`src/rtl/mem_pkg.sv`:
```
// Shared definitions for the line-to-beat memory bridge: beat geometry,
// completion handle base, FSM state encoding and the debug view.
package mem_pkg;

    localparam int BEAT_BYTES = 8;
    localparam logic [7:0] HANDLE_BASE = 8'h80;

    typedef enum logic [1:0] {
        IDLE  = 2'd0,
        WRITE = 2'd1,
        READ  = 2'd2,
        RESP  = 2'd3
    } state_t;

    // Debug view: FSM state plus the request being serviced.
    typedef struct packed {
        state_t     state;
        logic [7:0] rqst;
        logic [7:0] handle;
    } dbg_t;

endpackage

```
`src/rtl/line_mem_bridge_if.sv`:
```
// Upstream line-request bus: the cache drives requests (master), the bridge
// acknowledges and later completes them (slave).
interface line_mem_bridge_if #(parameter int blk = 64);

    logic [7:0]       s_rqst;
    logic [blk-1:0]   s_strb;
    logic [63:0]      s_addr;
    logic [blk*8-1:0] s_wdat;
    logic [7:0]       s_resp;
    logic [7:0]       s_miss;
    logic [blk*8-1:0] s_rdat;

    modport master (
        output s_rqst, s_strb, s_addr, s_wdat,
        input  s_resp, s_miss, s_rdat
    );

    modport slave (
        input  s_rqst, s_strb, s_addr, s_wdat,
        output s_resp, s_miss, s_rdat
    );

endinterface

```
`src/rtl/firstk.sv`:
```
// Selects the lowest k set bits of a vector as a mask.
module firstk #(
    parameter int width = 4,
    parameter int k     = 1
) (
    input  logic [width-1:0] req,
    output logic [width-1:0] sel
);

    always_comb begin
        int cnt;
        sel = '0;
        cnt = 0;
        for (int i = 0; i < width; i++) begin
            if (req[i] && cnt < k) begin
                sel[i] = 1'b1;
                cnt++;
            end
        end
    end

endmodule

```
`src/rtl/idx_fifo.sv`:
```
// Small circular FIFO of slot indices; records the order requests were accepted.
module idx_fifo #(
    parameter int depth = 4,
    parameter int width = 2
) (
    input  logic             clk,
    input  logic             rst,
    input  logic             push,
    input  logic [width-1:0] din,
    input  logic             pop,
    output logic [width-1:0] head,
    output logic             empty,
    output logic             full
);

    localparam int PW = (depth > 1) ? $clog2(depth) : 1;

    logic [width-1:0] buf_q [depth];
    logic [PW-1:0]    rd_ptr;
    logic [PW-1:0]    wr_ptr;
    logic [PW:0]      count;
    logic             do_push;
    logic             do_pop;

    function automatic logic [PW-1:0] wrap_inc(input logic [PW-1:0] p);
        return (p == PW'(depth - 1)) ? '0 : p + PW'(1);
    endfunction

    assign empty   = (count == '0);
    assign full    = (count == (PW+1)'(depth));
    assign head    = buf_q[rd_ptr];
    assign do_push = push && !full;
    assign do_pop  = pop && !empty;

    always_ff @(posedge clk) begin
        if (rst) begin
            rd_ptr <= '0;
            wr_ptr <= '0;
            count  <= '0;
        end else begin
            if (do_push) begin
                buf_q[wr_ptr] <= din;
                wr_ptr        <= wrap_inc(wr_ptr);
            end
            if (do_pop) rd_ptr <= wrap_inc(rd_ptr);
            case ({do_push, do_pop})
                2'b10:   count <= count + (PW+1)'(1);
                2'b01:   count <= count - (PW+1)'(1);
                default: count <= count;
            endcase
        end
    end

endmodule

```
`src/rtl/line_mem_bridge.sv`:
```
// Terminates cache line misses: acknowledges with a slot handle, then writes
// strobed beats, reads the line back and completes with the merged line.
import mem_pkg::*;

module line_mem_bridge #(
    parameter int blk   = 64,
    parameter int slots = 4
) (
    input  logic        clk,
    input  logic        rst,
    line_mem_bridge_if.slave s,
    output logic        mem_req,
    input  logic        mem_rdy,
    output logic        mem_we,
    output logic [63:0] mem_addr,
    output logic [63:0] mem_wdat,
    output logic [7:0]  mem_wstrb,
    input  logic        mem_rvalid,
    input  logic [63:0] mem_rdat,
    output dbg_t        dbg
);

    localparam int beats = blk / BEAT_BYTES;
    localparam int SW    = (slots > 1) ? $clog2(slots) : 1;
    localparam int BW    = $clog2(beats + 1);

    logic [slots-1:0] slot_vld;
    logic [7:0]       slot_rqst [slots];
    logic [blk-1:0]   slot_strb [slots];
    logic [63:0]      slot_base [slots];
    logic [blk*8-1:0] slot_wdat [slots];

    state_t           state;
    logic [SW-1:0]    cur;
    logic [BW-1:0]    wi;
    logic [BW-1:0]    ic;
    logic [BW-1:0]    rc;
    logic [blk*8-1:0] line_buf;

    logic [slots-1:0] free_oh;
    logic [SW-1:0]    free_idx;
    logic             ack;
    logic [SW-1:0]    head;
    logic             fifo_empty;
    logic             fifo_full;

    firstk #(.width(slots), .k(1)) u_firstk (
        .req (~slot_vld),
        .sel (free_oh)
    );

    always_comb begin
        free_idx = '0;
        for (int i = 0; i < slots; i++) begin
            if (free_oh[i]) free_idx = SW'(i);
        end
    end

    // A completion owns the response bus, so acknowledges wait while in RESP.
    assign ack = !rst && (s.s_rqst != 8'd0) && (|free_oh) && !fifo_full
                 && (state != RESP);

    always_comb begin
        s.s_resp = 8'd0;
        s.s_miss = 8'd0;
        s.s_rdat = '0;
        if (state == RESP) begin
            s.s_resp = HANDLE_BASE | 8'(cur);
            s.s_rdat = line_buf;
        end else if (ack) begin
            s.s_resp = s.s_rqst;
            s.s_miss = HANDLE_BASE | 8'(free_idx);
        end
    end

    always_ff @(posedge clk) begin
        if (rst) begin
            slot_vld <= '0;
        end else begin
            if (ack)           slot_vld[free_idx] <= 1'b1;
            if (state == RESP) slot_vld[cur]      <= 1'b0;
        end
    end

    always_ff @(posedge clk) begin
        if (ack) begin
            slot_rqst[free_idx] <= s.s_rqst;
            slot_strb[free_idx] <= s.s_strb;
            slot_base[free_idx] <= s.s_addr & ~64'(blk - 1);
            slot_wdat[free_idx] <= s.s_wdat;
        end
    end

    idx_fifo #(.depth(slots), .width(SW)) u_order (
        .clk   (clk),
        .rst   (rst),
        .push  (ack),
        .din   (free_idx),
        .pop   (state == RESP),
        .head  (head),
        .empty (fifo_empty),
        .full  (fifo_full)
    );

    // Next write beat with a non-zero strobe slice, searched from 'from'.
    logic [SW-1:0]    sel_idx;
    logic [blk-1:0]   sel_strb;
    logic [blk*8-1:0] sel_wdat;
    logic [63:0]      sel_base;
    logic [BW-1:0]    from;
    logic             nxt_found;
    logic [BW-1:0]    nxt_idx;

    always_comb begin
        sel_idx   = (state == IDLE) ? head : cur;
        sel_strb  = slot_strb[sel_idx];
        sel_wdat  = slot_wdat[sel_idx];
        sel_base  = slot_base[sel_idx];
        from      = (state == IDLE) ? '0 : wi + BW'(1);
        nxt_found = 1'b0;
        nxt_idx   = '0;
        for (int i = beats - 1; i >= 0; i--) begin
            if (int'(from) <= i && sel_strb[i*8 +: 8] != 8'd0) begin
                nxt_found = 1'b1;
                nxt_idx   = BW'(i);
            end
        end
    end

    // Memory port: a beat transfers when mem_req & mem_rdy; while mem_req is
    // high and mem_rdy low, every mem_* output holds its value.
    always_ff @(posedge clk) begin
        if (rst) begin
            state     <= IDLE;
            cur       <= '0;
            wi        <= '0;
            ic        <= '0;
            rc        <= '0;
            mem_req   <= 1'b0;
            mem_we    <= 1'b0;
            mem_addr  <= '0;
            mem_wdat  <= '0;
            mem_wstrb <= '0;
        end else begin
            case (state)
                IDLE: begin
                    if (!fifo_empty) begin
                        cur     <= head;
                        ic      <= '0;
                        rc      <= '0;
                        mem_req <= 1'b1;
                        if (nxt_found) begin
                            state     <= WRITE;
                            wi        <= nxt_idx;
                            mem_we    <= 1'b1;
                            mem_addr  <= sel_base + (64'(nxt_idx) << 3);
                            mem_wdat  <= sel_wdat[nxt_idx*64 +: 64];
                            mem_wstrb <= sel_strb[nxt_idx*8 +: 8];
                        end else begin
                            state     <= READ;
                            mem_we    <= 1'b0;
                            mem_addr  <= sel_base;
                            mem_wdat  <= '0;
                            mem_wstrb <= '0;
                        end
                    end
                end
                WRITE: begin
                    if (mem_rdy) begin
                        if (nxt_found) begin
                            wi        <= nxt_idx;
                            mem_addr  <= sel_base + (64'(nxt_idx) << 3);
                            mem_wdat  <= sel_wdat[nxt_idx*64 +: 64];
                            mem_wstrb <= sel_strb[nxt_idx*8 +: 8];
                        end else begin
                            state     <= READ;
                            mem_we    <= 1'b0;
                            mem_addr  <= sel_base;
                            mem_wdat  <= '0;
                            mem_wstrb <= '0;
                        end
                    end
                end
                READ: begin
                    if (mem_req && mem_rdy) begin
                        if (ic == BW'(beats - 1)) begin
                            mem_req <= 1'b0;
                        end else begin
                            ic       <= ic + BW'(1);
                            mem_addr <= mem_addr + 64'd8;
                        end
                    end
                    if (mem_rvalid) begin
                        rc <= rc + BW'(1);
                        if (rc == BW'(beats - 1)) state <= RESP;
                    end
                end
                RESP: begin
                    state <= IDLE;
                end
                default: state <= IDLE;
            endcase
        end
    end

    always_ff @(posedge clk) begin
        if (state == READ && mem_rvalid) line_buf[rc*64 +: 64] <= mem_rdat;
    end

    assign dbg.state  = state;
    assign dbg.rqst   = slot_rqst[cur];
    assign dbg.handle = HANDLE_BASE | 8'(cur);

endmodule

```
`src/flat_wrapper.sv`:
```
// flat-port wrapper written by rule: the top's interface ports become plain ports
module line_mem_bridge_flat 
#(
    parameter int blk   = 64,
    parameter int slots = 4
)
  (clk, rst, mem_req, mem_rdy, mem_we, mem_addr, mem_wdat, mem_wstrb, mem_rvalid, mem_rdat, dbg, s_s_rqst, s_s_strb, s_s_addr, s_s_wdat, s_s_resp, s_s_miss, s_s_rdat);
  line_mem_bridge_if #(.blk(blk)) s_i ();
  input  logic clk;
  input  logic rst;
  output logic mem_req;
  input  logic mem_rdy;
  output logic mem_we;
  output logic [63:0] mem_addr;
  output logic [63:0] mem_wdat;
  output logic [7:0] mem_wstrb;
  input  logic mem_rvalid;
  input  logic [63:0] mem_rdat;
  output dbg_t dbg;
  input wire logic [$bits(s_i.s_rqst)-1:0] s_s_rqst;
  input wire logic [$bits(s_i.s_strb)-1:0] s_s_strb;
  input wire logic [$bits(s_i.s_addr)-1:0] s_s_addr;
  input wire logic [$bits(s_i.s_wdat)-1:0] s_s_wdat;
  output wire logic [$bits(s_i.s_resp)-1:0] s_s_resp;
  output wire logic [$bits(s_i.s_miss)-1:0] s_s_miss;
  output wire logic [$bits(s_i.s_rdat)-1:0] s_s_rdat;
  assign s_i.s_rqst = s_s_rqst;
  assign s_i.s_strb = s_s_strb;
  assign s_i.s_addr = s_s_addr;
  assign s_i.s_wdat = s_s_wdat;
  assign s_s_resp = s_i.s_resp;
  assign s_s_miss = s_i.s_miss;
  assign s_s_rdat = s_i.s_rdat;
  line_mem_bridge #(.blk(blk), .slots(slots)) u_core (.clk(clk), .rst(rst), .s(s_i), .mem_req(mem_req), .mem_rdy(mem_rdy), .mem_we(mem_we), .mem_addr(mem_addr), .mem_wdat(mem_wdat), .mem_wstrb(mem_wstrb), .mem_rvalid(mem_rvalid), .mem_rdat(mem_rdat), .dbg(dbg));
endmodule
```
`config.mk`:
```
export PLATFORM = sky130hd
export DESIGN_NAME = line_mem_bridge_flat
export DESIGN_NICKNAME = d
export VERILOG_FILES = /design/src/rtl/mem_pkg.sv /design/src/rtl/line_mem_bridge_if.sv /design/src/rtl/firstk.sv /design/src/rtl/idx_fifo.sv /design/src/rtl/line_mem_bridge.sv /design/src/flat_wrapper.sv
export SDC_FILE = /design/constraint.sdc
export NUM_CORES = 2
export LEC_CHECK = 0
export ABC_AREA = 1
export BUFFER_PORTS_ARGS = -buffer_cell sky130_fd_sc_hd__buf_2
export CAP_MARGIN = 10
export CORE_AREA = 2 2 550 552
export DETAILED_ROUTE_END_ITERATION = 12
export DIE_AREA = 0 0 552 554
export PLACE_DENSITY_LB_ADDON = 0.2
export SETUP_SLACK_MARGIN = 0.15
export SYNTH_ARGS = -nofsm -noshare
export SYNTH_HDL_FRONTEND = slang
export SYNTH_SLANG_ARGS = --single-unit
```
`constraint.sdc`:
```
create_clock -name clk -period 58.1 [get_ports clk]
set_input_delay 11.62 -clock clk [delete_from_list [all_inputs] [get_ports clk]]
set_output_delay 11.62 -clock clk [all_outputs]
set_load 0.02 [all_outputs]
```
# After elaboration in Yosys (flattened, before gate mapping)
# Memory sizes are Yosys's and may differ from the RTL's. A register that Yosys moved wholly into a read port is not among the register bits.
# Cells that the tools add are included.
# totals
input_bits	716
latchBits	0
mem_bits_rw	2576
register_bits	677
mem_count	5
romBits	0
# mem_list
memory	words	width	rd	rd_clocked_by_memory_dff	write_ports	line_no	source
u_core.slot_wdat	4	512	1	0	1	line_mem_bridge.sv:31	logic [blk*8-1:0] slot_wdat [slots];
u_core.slot_strb	4	64	1	0	1	line_mem_bridge.sv:29	logic [blk-1:0] slot_strb [slots];
u_core.slot_base	4	58	1	0	1	line_mem_bridge.sv:30	logic [63:0] slot_base [slots];
u_core.slot_rqst	4	8	1	1	1	line_mem_bridge.sv:28	logic [7:0] slot_rqst [slots];
u_core.u_order.buf_q	4	2	1	1	1	idx_fifo.sv:18	logic [width-1:0] buf_q [depth];
# op_classes
add_sub_neg	12
n_eq_ne	19
order_cmp	15
n_div	0
reduce_logical	48
muxes	93
bitwise_logic	5
shifts	4
n_mul	0
# op_table
cell	n
bitwise mux 512 bit	1
2-to-1 mux 512 bit	1
2-to-1 mux 64 bit	8
variable shift 64 x 34 -> 512 bit, first input constant	1
indexed part select 512 x 10 -> 64 bit	1
indexed part select 64 x 34 -> 512 bit	1
case mux 64 bit (3 select lines)	1
case mux 64 bit (2 select lines)	1
less-than comparator 32 x 2 -> 1 bit, second input constant	3
nonzero test 8 bit	9
adder 32 x 2 -> 32 bit, second input constant	2
adder 64 x 4 -> 64 bit, second input constant	1
adder 64 x 6 -> 64 bit	1
2-to-1 mux 32 bit	2
indexed part select 64 x 7 -> 8 bit	1
2-to-1 mux 8 bit	7
2-to-1 mux 4 bit	11
negation 10 -> 34 bit	1
2-to-1 mux 2 bit	15
2-to-1 mux 1 bit	28
2-to-1 mux 3 bit	8
case mux 4 bit (2 select lines)	3
logical AND 1 bit	21
<= comparator 4 x 3 -> 1 bit, second input constant	4
other kinds (33)	64

# Longest topological paths before layout
# logic_depth
ltp_word	21
depth_mapped	30

# Modules after synthesis
# Synthesis repeated with hierarchy kept, for this count alone.
# unflattened
cells_unflattened	11471
area_unflattened_um2	132509.6
# by_module_without_submodules
mod	cells_each	instances	seq_area_each_um2	area_each_um2
line_mem_bridge	11370	1	95611.7	131641.3
idx_fifo	92	1	420.4	830.8
firstk	9	1	0.0	37.5

# Least setup slack after synthesis
# No wires, ideal clock.
# synth_timing
path_type	in2reg
startpoint	in rst
endpoint	reg u_core.slot_vld[1]
arrival_ps	57952
path_slack_ps	-38
stages	8
t_required_ps	57914
path_cell_list	buf_2 inv_1 o211ai_1 a31oi_1 nand2_1 nor3_1 o21ai_0 a31oi_1
# synth_between
elab_chain_cells	9
# synth_lines
item	line_no	source
from (decl)	flat_wrapper.sv:10	input logic rst;
zero test 1 bit	line_mem_bridge.sv:60	assign ack = !rst && (s.s_rqst != 8'd0) && (|free_oh) && !fifo_full
logical AND 1 bit (3 in series)	line_mem_bridge.sv:60	
logical AND 1 bit	line_mem_bridge.sv:61	&& (state != RESP);
2-to-1 mux 4 bit	line_mem_bridge.sv:80	if (ack) slot_vld[free_idx] <= 1'b1;
2-to-1 mux 4 bit	line_mem_bridge.sv:77	if (rst) begin
bitwise AND 4 bit (no line)	-	
2-to-1 mux 4 bit	line_mem_bridge.sv:81	if (state == RESP) slot_vld[cur] <= 1'b0;
to (signal assigned)	line_mem_bridge.sv:78	slot_vld <= '0;
to (signal, indexed assignment)	line_mem_bridge.sv:80	
to (signal, indexed assignment)	line_mem_bridge.sv:81	
to (decl)	line_mem_bridge.sv:27	logic [slots-1:0] slot_vld;
# Several ways; a longest one is shown, not always the timed one. The select of a mux whose other input is x is not followed.
# A chain may end at the register's enable or synchronous reset.

# Worst setup path in the final report
# layout_timing
startpoint	in rst
endpoint	out s_s_resp[7]
# layout_between
elab_chain_cells	7
# layout_lines
item	line_no	source
zero test 1 bit	line_mem_bridge.sv:60	
logical AND 1 bit (3 in series)	line_mem_bridge.sv:60	
logical AND 1 bit	line_mem_bridge.sv:61	
2-to-1 mux 8 bit	line_mem_bridge.sv:70	end else if (ack) begin
2-to-1 mux 8 bit	line_mem_bridge.sv:67	if (state == RESP) begin
to (decl)	flat_wrapper.sv:24	output wire logic [$bits(s_i.s_resp)-1:0] s_s_resp;
# No other way between the ends.

==> results.tsv <==
metric	value	unit
antenna violations before repair	327	
Worst setup EP type	output pin	
P&R area growth vs syn	16.42	%
routed vias/inst	5.644	
top post-synthesis cells by count	3088 x edfxtp_1, 2204 x nand2_1, 1305 x nor2_1	
Worst VDD drop	0.06203	mV
Final ANT Viol Nets	0	
Synth area leaders	edfxtp_1 70%, nand2_1 6.2%, nor2_1 3.7%	
Post-Syn Instances	11367	
post-CTS sizing	0	
Ports	1400	
placed standard-cell area	142700	um2
clock buffer depth	4	
Remaining Overflow, GRT	0	
Design Area, Final	154400	um2
post-synthesis cell area	132600	um2
Max-cap violations	0	
FF+latch count, synth	3253	
first-pass GRT wire length	650400	um
final setup vio count	0	
max-slew violations	0	
setup TNS	0	ns
Design Power	7.949	mW
CTS buffer count	343	
CP max-delay cell	a31oi_1	
Seq/Total Area, Yosys	72.41	%
Synth Flop Type	edfxtp_1	
H-Tree Depth	5	
Fill cells	26045	
CTS Root Cell	clkbuf_16	
post-CTS setup buffer count	0	
Clock Pin Slew Worst Setup and Hold Paths	0.06	ns
# hold bufs at CTS	0	
outcome	completed	
GP Congestion	0.9774	
# DRC	0	
Worst-Skew Late Latency	0.97	ns
kind of critical path	primary input to output pin	
post-synth top area share	69.92	%
Post-DP HPWL	310100	um
share of layout cells above drive strength 1	16.14	%
vias in the first global route	90193	
total die area	305800	um2
Starting Density	44.32	%
CP dominant cell by count	nand2_1	
Cell variety after synth	51	
TritonCTS clock tree	built	
Leak	59.95	nW
largest net degree at the start of global routing	209	
Cell Pwr Density	51.48	nW/um2
Worst Path Required	46.48	ns
port bufs	1379	
CTS Sinks	3253	
routed via count	95324	
fin worst setup slack	32.42	ns
RSZ-0062 raised after global routing	false	
number of flops mapped to enable cells by yosys	3088	
DR iter-0 viols	10501	
Synth async-reset ratio	0	%
WL/cell	27.76	um
CP Cell Sequence	buf_4 > inv_4 > o211ai_1 > a31oi_1 > nand2_1 > buf_4 > inv_1 > nand2_1 > nand2_1 > buf_2	
Nets	13193	
Post-Route WL	468900	um
yosys warns	0	
CP peak stage delay	0.53	ns
footprint of the multi-input gates	30550	um2
largest area contributor in the netlist	edfxtp_1	
Final Hold Viols	0	
slew margin rel.	23.86	%
count leader, synth	edfxtp_1	
Post-Syn Area per Cell	11.67	um2
Critical Path Start Type	primary input	
worst min path class	flip-flop to flip-flop	
total track usage	29.49	%
Clock Skew	0.07215	ns
die height	554	um
maximum clock rate	0.03894	GHz
Final Critical Period	25.68	ns
WP data arrival	14.06	ns
# rows	201	
iteration count of the initial detailed-routing pass	8	
DP Worst Slack	32.38	ns
Final Cycle Share	44.20	%
CP max FO	54	
CORE AREA	299300	um2
DIE WIDTH	552	um
Slew @ Worst Pin	1.142	ns
flip-flop and latch area	96040	um2
-- kinds of logic (layout without fill, tap and decap cells) --
group | count (synthesis) | count (layout) | share of synthesized area (%)
AO/OA/AOI/OAI | 1827 | 1827 | 7.954
XOR/XNOR | 37 | 37 | 0.2443
buffers and inverters | 1586 | 2947 | 4.768
flip-flops | 3253 | 3253 | 72.41
other | 2 | 206 | 0.005663
AND/OR/NAND/NOR | 4644 | 4644 | 14.44
adder cells (fa/ha/maj) | 18 | 18 | 0.1755
-- worst paths after layout --
path	slack, ns	end	startpoint	depth (start not counted)
max	32.42	s_s_resp[7]	rst	10
min	0.47	u_core.mem_wdat[0]	u_core.mem_wdat[0]	2
max reg2reg	49.34	u_core.mem_wdat[45]	u_core.state[0]	30
min reg2reg	0.47	u_core.mem_wdat[0]	u_core.mem_wdat[0]	2
-- layout by cell type (no fill, tap or decap), drive strengths merged, types with 2 or more instances in the layout --
cell	n
o21ai	936
inv	816
nand4	102
nor2	1308
or2	3
o221ai	5
conb	14
a21oi	264
clkinvlp	7
ha	17
nor3	105
nor4	82
xnor2	11
o22ai	412
edfxtp	3088
and2	2
o31ai	8
o221a	2
diode	192
clkbuf	448
clkinv	126
buf	1518
xor2	26
nand3b	2
a311oi	6
nand2	2209
a221oi	8
dfxtp	165
bufinv	32
a211oi	3
a31oi	8
o211ai	44
nand3	825
a32o	126
nor3b	3
-- layout make-up --
| class | instances | area share, % |
|---|---|---|
| Clock inverter | 178 | 1.318 |
| Clock buffer | 448 | 5.959 |
| Antenna cell | 192 | 0.3112 |
| Timing Repair Buffer | 1518 | 5.253 |
| Tap cell | 3958 | 3.207 |
| Multi-Input combinational cell | 6540 | 19.79 |
| Sequential cell | 3253 | 62.20 |
| Inverter | 803 | 1.962 |
-- layer usage --
layer  vias to the layer above  routed length (um)  GRT usage (%)
li1                      42472                   -              -
met1                     46993              163700          33.44
met2                      4472              225400          48.28
met3                      1223               41200          7.550
met4                       164               37500          21.79
met5                         -                1035              0
-- flip-flops by register name, indices dropped and copies added (netlist names), 32 cells and up, named ones only --
signal	cells
u_core.mem_wdat	64
u_core.line_buf	512
u_core.slot_wdat	2048
u_core.slot_base	232
u_core.slot_rqst	32
u_core.mem_addr	61
u_core.slot_strb	256
-- worst max-delay path, delay by kind of cell --
kind | cells | cell delay, ns
AO/OA/AOI/OAI | 2 | 0.63
buffers and inverters | 5 | 1.29
AND/OR/NAND/NOR | 3 | 0.45
-- through the flow --
stage | hold WS (ns) | std cells | utilization (%)
after floorplan | 0.4366 | 11379 | -
after global placement | 0.4500 | 16072 | 47.68
after detailed placement | 0.4588 | 16072 | 47.68
after CTS | 0.4675 | 16698 | 51.43
after global routing | 0.4878 | 16785 | 51.50
final | 0.4683 | 16890 | 51.59
-- power breakdown --
group / switching, mW / leakage (nW) / internal, mW / total, mW
Combinational: 2.07 / 23.9 / 0.718 / 2.79
Sequential: 0.0897 / 30.6 / 2.87 / 2.96
Clock: 0.931 / 5.47 / 1.27 / 2.20
Total: 3.09 / 59.9 / 4.86 / 7.95
Note: power is estimated with default switching activity, not from simulation.
